## src/rtl/sdram_multi_bridge.sv

```systemverilog
// sdram_multi_bridge: NCH level-style (cs/oe/we) clients multiplexed onto one MiST SDRAM toggle port.
// Optional macro SDRAM_BRIDGE_RR_EN selects round-robin arbitration; default is fixed priority (ch0 highest).

module sdram_bridge_chan #(
  parameter int AW = 16
) (
  input  logic          clk,
  input  logic          reset_n,
  input  logic          cs_i,
  input  logic          oe_i,
  input  logic          we_i,
  input  logic [AW-1:0] a_i,
  input  logic [7:0]    d_i,
  output logic          trig_o,
  output logic [AW-1:0] a_o,
  output logic [7:0]    d_o,
  output logic          we_o
);
  logic          rd, wr;
  logic          rd_q, wr_q, we_q;
  logic [AW-1:0] pa_q, a_q;
  logic [7:0]    d_q;

  assign rd = cs_i & oe_i;
  assign wr = cs_i & we_i;
  // A held read re-fires whenever the client moves its address.
  assign trig_o = (rd & ~rd_q) | (wr & ~wr_q) | (rd & (a_i != pa_q));

  always_ff @(posedge clk) begin
    if (!reset_n) begin
      rd_q <= 1'b0;
      wr_q <= 1'b0;
      pa_q <= '0;
      a_q  <= '0;
      d_q  <= '0;
      we_q <= 1'b0;
    end else begin
      rd_q <= rd;
      wr_q <= wr;
      pa_q <= a_i;
      if (trig_o) begin
        a_q  <= a_i;
        d_q  <= d_i;
        we_q <= wr;
      end
    end
  end

  assign a_o  = a_q;
  assign d_o  = d_q;
  assign we_o = we_q;
endmodule

module sdram_multi_bridge #(
  parameter int NCH = 2,
  parameter int AW  = 16,
  parameter int CHW = 1
) (
  input  logic                 clk,
  input  logic                 reset_n,
  input  logic [NCH-1:0]       ch_cs,
  input  logic [NCH-1:0]       ch_oe,
  input  logic [NCH-1:0]       ch_we,
  input  logic [NCH*AW-1:0]    ch_a,
  input  logic [NCH*8-1:0]     ch_d,
  output logic [NCH*8-1:0]     ch_q,
  output logic [NCH-1:0]       ch_busy,
  output logic [NCH-1:0]       ch_valid,
  output logic                 mem_req,
  input  logic                 mem_ack,
  output logic [AW+CHW-2:0]    mem_a,
  output logic [1:0]           mem_ds,
  output logic                 mem_we,
  output logic [15:0]          mem_d,
  input  logic [15:0]          mem_q
);
  localparam int MAW = AW - 1 + CHW;

  typedef enum logic {IDLE, WAIT} state_e;
  state_e state_q, state_d;

  logic [NCH-1:0]         trig;
  logic [NCH-1:0][AW-1:0] slot_a;
  logic [NCH-1:0][7:0]    slot_d;
  logic [NCH-1:0]         slot_we;

  logic [NCH-1:0]       pend_q, pend_d, infl_q, infl_d, busy_q, vld_q, vld_d;
  logic [NCH-1:0][7:0]  chq_q, chq_d;
  logic                 req_q, req_d, we_q, we_d, lsb_q, lsb_d;
  logic [MAW-1:0]       a_q, a_d;
  logic [1:0]           ds_q, ds_d;
  logic [15:0]          d_q, d_d;
  logic [CHW-1:0]       idx_q, idx_d, gidx;

  for (genvar i = 0; i < NCH; i++) begin : g_chan
    sdram_bridge_chan #(.AW(AW)) u_chan (
      .clk    (clk),
      .reset_n(reset_n),
      .cs_i   (ch_cs[i]),
      .oe_i   (ch_oe[i]),
      .we_i   (ch_we[i]),
      .a_i    (ch_a[i*AW +: AW]),
      .d_i    (ch_d[i*8 +: 8]),
      .trig_o (trig[i]),
      .a_o    (slot_a[i]),
      .d_o    (slot_d[i]),
      .we_o   (slot_we[i])
    );
  end

`ifdef SDRAM_BRIDGE_RR_EN
  logic [CHW-1:0] last_q;
  int             best;

  // Pick the pending channel closest after the last grant, wrapping mod NCH.
  always_comb begin
    gidx = '0;
    best = NCH;
    for (int c = 0; c < NCH; c++) begin
      if (pend_q[c] && ((c - int'(last_q) - 1 + 2*NCH) % NCH) < best) begin
        best = (c - int'(last_q) - 1 + 2*NCH) % NCH;
        gidx = CHW'(c);
      end
    end
  end

  always_ff @(posedge clk) begin
    if (!reset_n)                         last_q <= CHW'(NCH-1);
    else if (state_q == IDLE && |pend_q)  last_q <= gidx;
  end
`else
  always_comb begin
    gidx = '0;
    for (int c = NCH-1; c >= 0; c--)
      if (pend_q[c]) gidx = CHW'(c);
  end
`endif

  always_comb begin
    state_d = state_q;
    req_d   = req_q;
    a_d     = a_q;
    ds_d    = ds_q;
    d_d     = d_q;
    we_d    = we_q;
    lsb_d   = lsb_q;
    idx_d   = idx_q;
    pend_d  = pend_q;
    infl_d  = infl_q;
    chq_d   = chq_q;
    vld_d   = '0;
    case (state_q)
      IDLE: if (|pend_q) begin
        req_d        = ~req_q;
        a_d          = {gidx, slot_a[gidx][AW-1:1]};
        we_d         = slot_we[gidx];
        d_d          = {2{slot_d[gidx]}};
        ds_d         = slot_we[gidx] ? (slot_a[gidx][0] ? 2'b10 : 2'b01) : 2'b11;
        lsb_d        = slot_a[gidx][0];
        idx_d        = gidx;
        pend_d[gidx] = 1'b0;
        infl_d[gidx] = 1'b1;
        state_d      = WAIT;
      end
      WAIT: if (mem_ack == req_q) begin
        if (!we_q) begin
          chq_d[idx_q] = lsb_q ? mem_q[15:8] : mem_q[7:0];
          vld_d[idx_q] = 1'b1;
        end
        infl_d[idx_q] = 1'b0;
        state_d       = IDLE;
      end
      default: state_d = IDLE;
    endcase
    // A fresh trigger re-arms the slot even on the cycle it is granted.
    pend_d = pend_d | trig;
  end

  always_ff @(posedge clk) begin
    if (!reset_n) begin
      state_q <= IDLE;
      req_q   <= 1'b0;
      a_q     <= '0;
      ds_q    <= 2'b11;
      d_q     <= '0;
      we_q    <= 1'b0;
      lsb_q   <= 1'b0;
      idx_q   <= '0;
      pend_q  <= '0;
      infl_q  <= '0;
      busy_q  <= '0;
      chq_q   <= '0;
      vld_q   <= '0;
    end else begin
      state_q <= state_d;
      req_q   <= req_d;
      a_q     <= a_d;
      ds_q    <= ds_d;
      d_q     <= d_d;
      we_q    <= we_d;
      lsb_q   <= lsb_d;
      idx_q   <= idx_d;
      pend_q  <= pend_d;
      infl_q  <= infl_d;
      busy_q  <= pend_d | infl_d;
      chq_q   <= chq_d;
      vld_q   <= vld_d;
    end
  end

  assign mem_req  = req_q;
  assign mem_a    = a_q;
  assign mem_ds   = ds_q;
  assign mem_we   = we_q;
  assign mem_d    = d_q;
  assign ch_q     = chq_q;
  assign ch_busy  = busy_q;
  assign ch_valid = vld_q;
endmodule

```

## config.mk

```make
export PLATFORM = sky130hd
export DESIGN_NAME = sdram_multi_bridge
export DESIGN_NICKNAME = d
export VERILOG_FILES = /design/src/rtl/sdram_multi_bridge.sv
export SDC_FILE = /design/constraint.sdc
export NUM_CORES = 1
export LEC_CHECK = 0
export ABC_AREA = 1
export BUFFER_PORTS_ARGS = -buffer_cell sky130_fd_sc_hd__buf_4
export CAP_MARGIN = 10
export CORE_MARGIN = 2
export CORE_UTILIZATION = 32
export CTS_CLUSTER_SIZE = 28
export DETAILED_ROUTE_END_ITERATION = 12
export PLACE_DENSITY = 0.62
export SLEW_MARGIN = 5
export SYNTH_ARGS = -nofsm -noshare
export SYNTH_HDL_FRONTEND = slang
export SYNTH_SLANG_ARGS = --single-unit
```

## constraint.sdc

```tcl
create_clock -name clk -period 2.6 [get_ports clk]
set_input_delay 0.52 -clock clk [delete_from_list [all_inputs] [get_ports clk]]
set_output_delay 0.52 -clock clk [all_outputs]
set_load 0.03 [all_outputs]
```

==> impl_metrics.yaml <==
global_route:
  grt_pass1_wl_um: 24530
  grt_max_degree: 113
  gr-usage-all-layers_pct: 15.54
  grt_pass1_vias: 4840
  grt-ovfl-total: 0
  antenna_found_initial: 0
synthesis:
  synth-async-reset-ratio_pct: 0
  yosysSeqAreaShare_pct: 47.39
  synth_top_area_share_pct: 47.39
  synth-seq-cells: 140
  synthCells: 833
  synth_cell_types: 25
  synthTopCellsByArea: "dfxtp_1 (47%), nand2_1 (12%), a21oi_1 (8.0%), inv_1 (7.3%), nand3_1 (5.8%)"
  syn-cell-area_um2: 5914
  synth_most_common_cell: "nand2_1"
  synth_edf_count: 0
  synth_warnings: 0
  synth_top_cell_by_area: "dfxtp_1"
  synthFlopType: "dfxtp_1"
  syn_area_per_cell_um2: 7.100
  synthesis.nets: 906
  synth_common_cells: "nand2_1 (194), dfxtp_1 (140), inv_1 (115)"
route:
  routedWlPerCell_um: 12.80
  wl_um: 15070
  top_layer_used: "met4"
  vias: 5365
  routed-wl-met2_um: 6676
  wl_met3_um: 711
  avgViaCountPerCell: 4.554
  final_antenna_net_count: 0
  firstDrtPassIters: 4
  drt_iter0_markers: 326
  drc: 0
  wl_met1_um: 7537
clock_tree:
  postCtsSetupBuffers: 0
  clkTransAtPathRegs_ns: 0.06
  clkLatencyLatePin_ns: 0.42
  numCtsBuffers: 17
  cts-root-buf: "clkbuf_16"
  cts_tree: "yes"
  hold_buffers: 0
  h-tree-depth: 4
  ctsResizeCount: 0
  cts.sinks: 140
  clockBufferDepth: 2
setup_path:
  slowest_stage: "dfxtp_1"
  r2r_slack_ns: 0.87
  crit_path_end_kind: "primary output"
  critPathTopFamily: "flip-flops"
  cp.arrival_ns: 1.35
  worstReg2RegStart: "mem_a[15]"
  worst_setup_path_start_kind: "flop"
  r2r-end: "ch_q[7]"
  path_class: "flop to primary output"
  cp_num_buf_inv: 1
  slowest_delay_ns: 0.66
  path_cells: "buf_4"
  reg2reg_depth: 4
  critical_path_required_ns: 2.08
  worst-path-max-fanout: 14
placed_design:
  dpl.hpwl_um: 10500
  globalplace.congestion: 0.7831
  place_worst_setup_slack_ns: 0.4920
  dpl.cell_count: 1146
  port_buffers: 128
  post_dp_cell_area_um2: 7027
layout:
  nets: 1009
  fin_area_um2: 7627
  stdcell_count: 1178
  n_fill_cell: 1875
  synthToLayoutAreaGrowth_pct: 28.96
  regArea_um2: 2803
  drive_gt1_share_pct: 19.92
  diodes: 0
  multiInputGateArea_um2: 2435
sta:
  min_period_ns: 1.867
  hold_violations: 0
  period_share_pct: 71.82
  setup_violations: 0
  rsz0062_at_grt: "no"
  drv_slew: 0
  finalSetupTns_ns: 0
  fmax_mhz: 535.5
  tightest_slew_ns: 0.5783
  worst_slack_ns: 0.7327
  skew_ns: 0.005714
  slew_headroom_pct: 61.40
outcome:
  status: "finished, final reports clean"
floorplanning:
  row_count: 49
  core-area_um2: 18020
  fp.dieW_um: 140.0
  fp.dieH_um: 140.0
  die_area_um2: 19590
  ios: 129
  initial_core_util_pct: 32.81
job:
  maxCapViolations: 0
power_and_ir_drop:
  p_total_mw: 5.838
  p_leak_nw: 3.777
  peakVddDrop_uv: 488.8
  p_per_area_nw_per_um2: 765.4
worst_hold_path:
  worstHoldStart: "ch_a[16]"
  whs_endpoint: "g_chan[1].u_chan.pa_q[0]"
  hold_depth: 3
  hp-class: "input port to flop"
==> where the power goes <==
part           internal [mW]  total [mW]  switching, mW
clock                   1.50        2.46          0.960
combinational          0.376       0.938          0.562
sequential              2.32        2.44          0.117
==> sequential cells by signal, indices dropped and copies added, names as in the netlist <==
signal              count
g_chan.u_chan.pa_q     32
mem_we                  1
ch_valid                2
g_chan.u_chan.d_o      16
g_chan.u_chan.a_o      32
ch_busy                 2
state_q                 1
mem_a                  16
mem_ds                  2
g_chan.u_chan.we_o      2
lsb_q                   1
mem_req                 1
ch_q                   16
pend_q                  2
g_chan.u_chan.wr_q      2
mem_d                   8
g_chan.u_chan.rd_q      2
infl_q                  2
==> placed cells by master, fill, tap and decap left out <==
master      count
inv_1         115
clkinv_4        4
dfxtp_1       140
nand3_2         2
o21ai_4         2
nor2_1         81
clkinvlp_4      4
bufinv_16       3
o21ai_1         1
nor2_2          1
mux2_2          8
clkinv_1        2
or2_2           1
buf_4         138
o211ai_1        2
clkbuf_16      17
nor3_2          1
o22ai_1        25
clkinv_2        4
a21oi_1        94
o21ai_0        29
a311oi_1        1
inv_2           2
buf_12          1
xnor2_1         8
nand2_1       194
a21boi_1        1
o221ai_1        1
nand3_1        66
nor2_8          1
==> logic make-up (layout without fill, tap and decap cells) <==
kind of cell / count (synthesis) / count (layout) / share of synthesized area, %
and+or+nand+nor: 347 / 347 / 23.93
buffers and inverters: 174 / 290 / 11.99
AOI/OAI and AO/OA: 156 / 156 / 13.98
DFF: 140 / 140 / 47.39
xor gates and xnor gates: 8 / 8 / 1.185
muxes: 8 / 8 / 1.523
==> through the flow <==
step | hold WS, ns | utilization, %
floorplan | 0.4440 | -
global placement | 0.4502 | 38.98
detailed placement | 0.4567 | 38.98
CTS | 0.2810 | 42.32
global route | 0.2901 | 42.32
finish | 0.2940 | 42.32
==> worst reg2reg max path, stage by stage, from the launching register on <==
cell,delay [ns]
dfxtp_1,0.66
clkinv_1,0.41
nand2_1,0.37
nand2_1,0.09
a21oi_1,0.13
==> layout make-up <==
type | instances | share of cell area, %
sequential | 140 | 36.75
multi-input combinational | 519 | 31.92
timing repair buffer | 139 | 13.85
inverter | 119 | 5.856
clock buffer | 17 | 5.577
tap | 229 | 3.757
clock inverter | 15 | 2.297
==> routing by layer <==
metal / up-vias / track usage [%]
met5: - / 0
met4: 0 / 4.263
met3: 15 / 4.000
met2: 113 / 23.31
met1: 2402 / 22.17
li1: 2835 / -
==> worst max path at each step <==
| stage | start | slack, ns | endpoint | cells past startpoint |
|---|---|---|---|---|
| floorplan | ch_we[1] | 1.11 | g_chan[1].u_chan.a_o[0] | 9 |
| global placement | ch_cs[1] | 0.51 | g_chan[1].u_chan.d_o[0] | 10 |
| detailed placement | ch_we[1] | 0.49 | g_chan[1].u_chan.a_o[8] | 10 |
| CTS | mem_a[15] | 0.72 | mem_a[15] | 1 |
| global route | g_chan[1].u_chan.pa_q[5] | 0.63 | g_chan[1].u_chan.a_o[7] | 11 |
| finish | mem_a[15] | 0.73 | mem_a[15] | 1 |
Note: power is estimated with default switching activity, not from simulation.
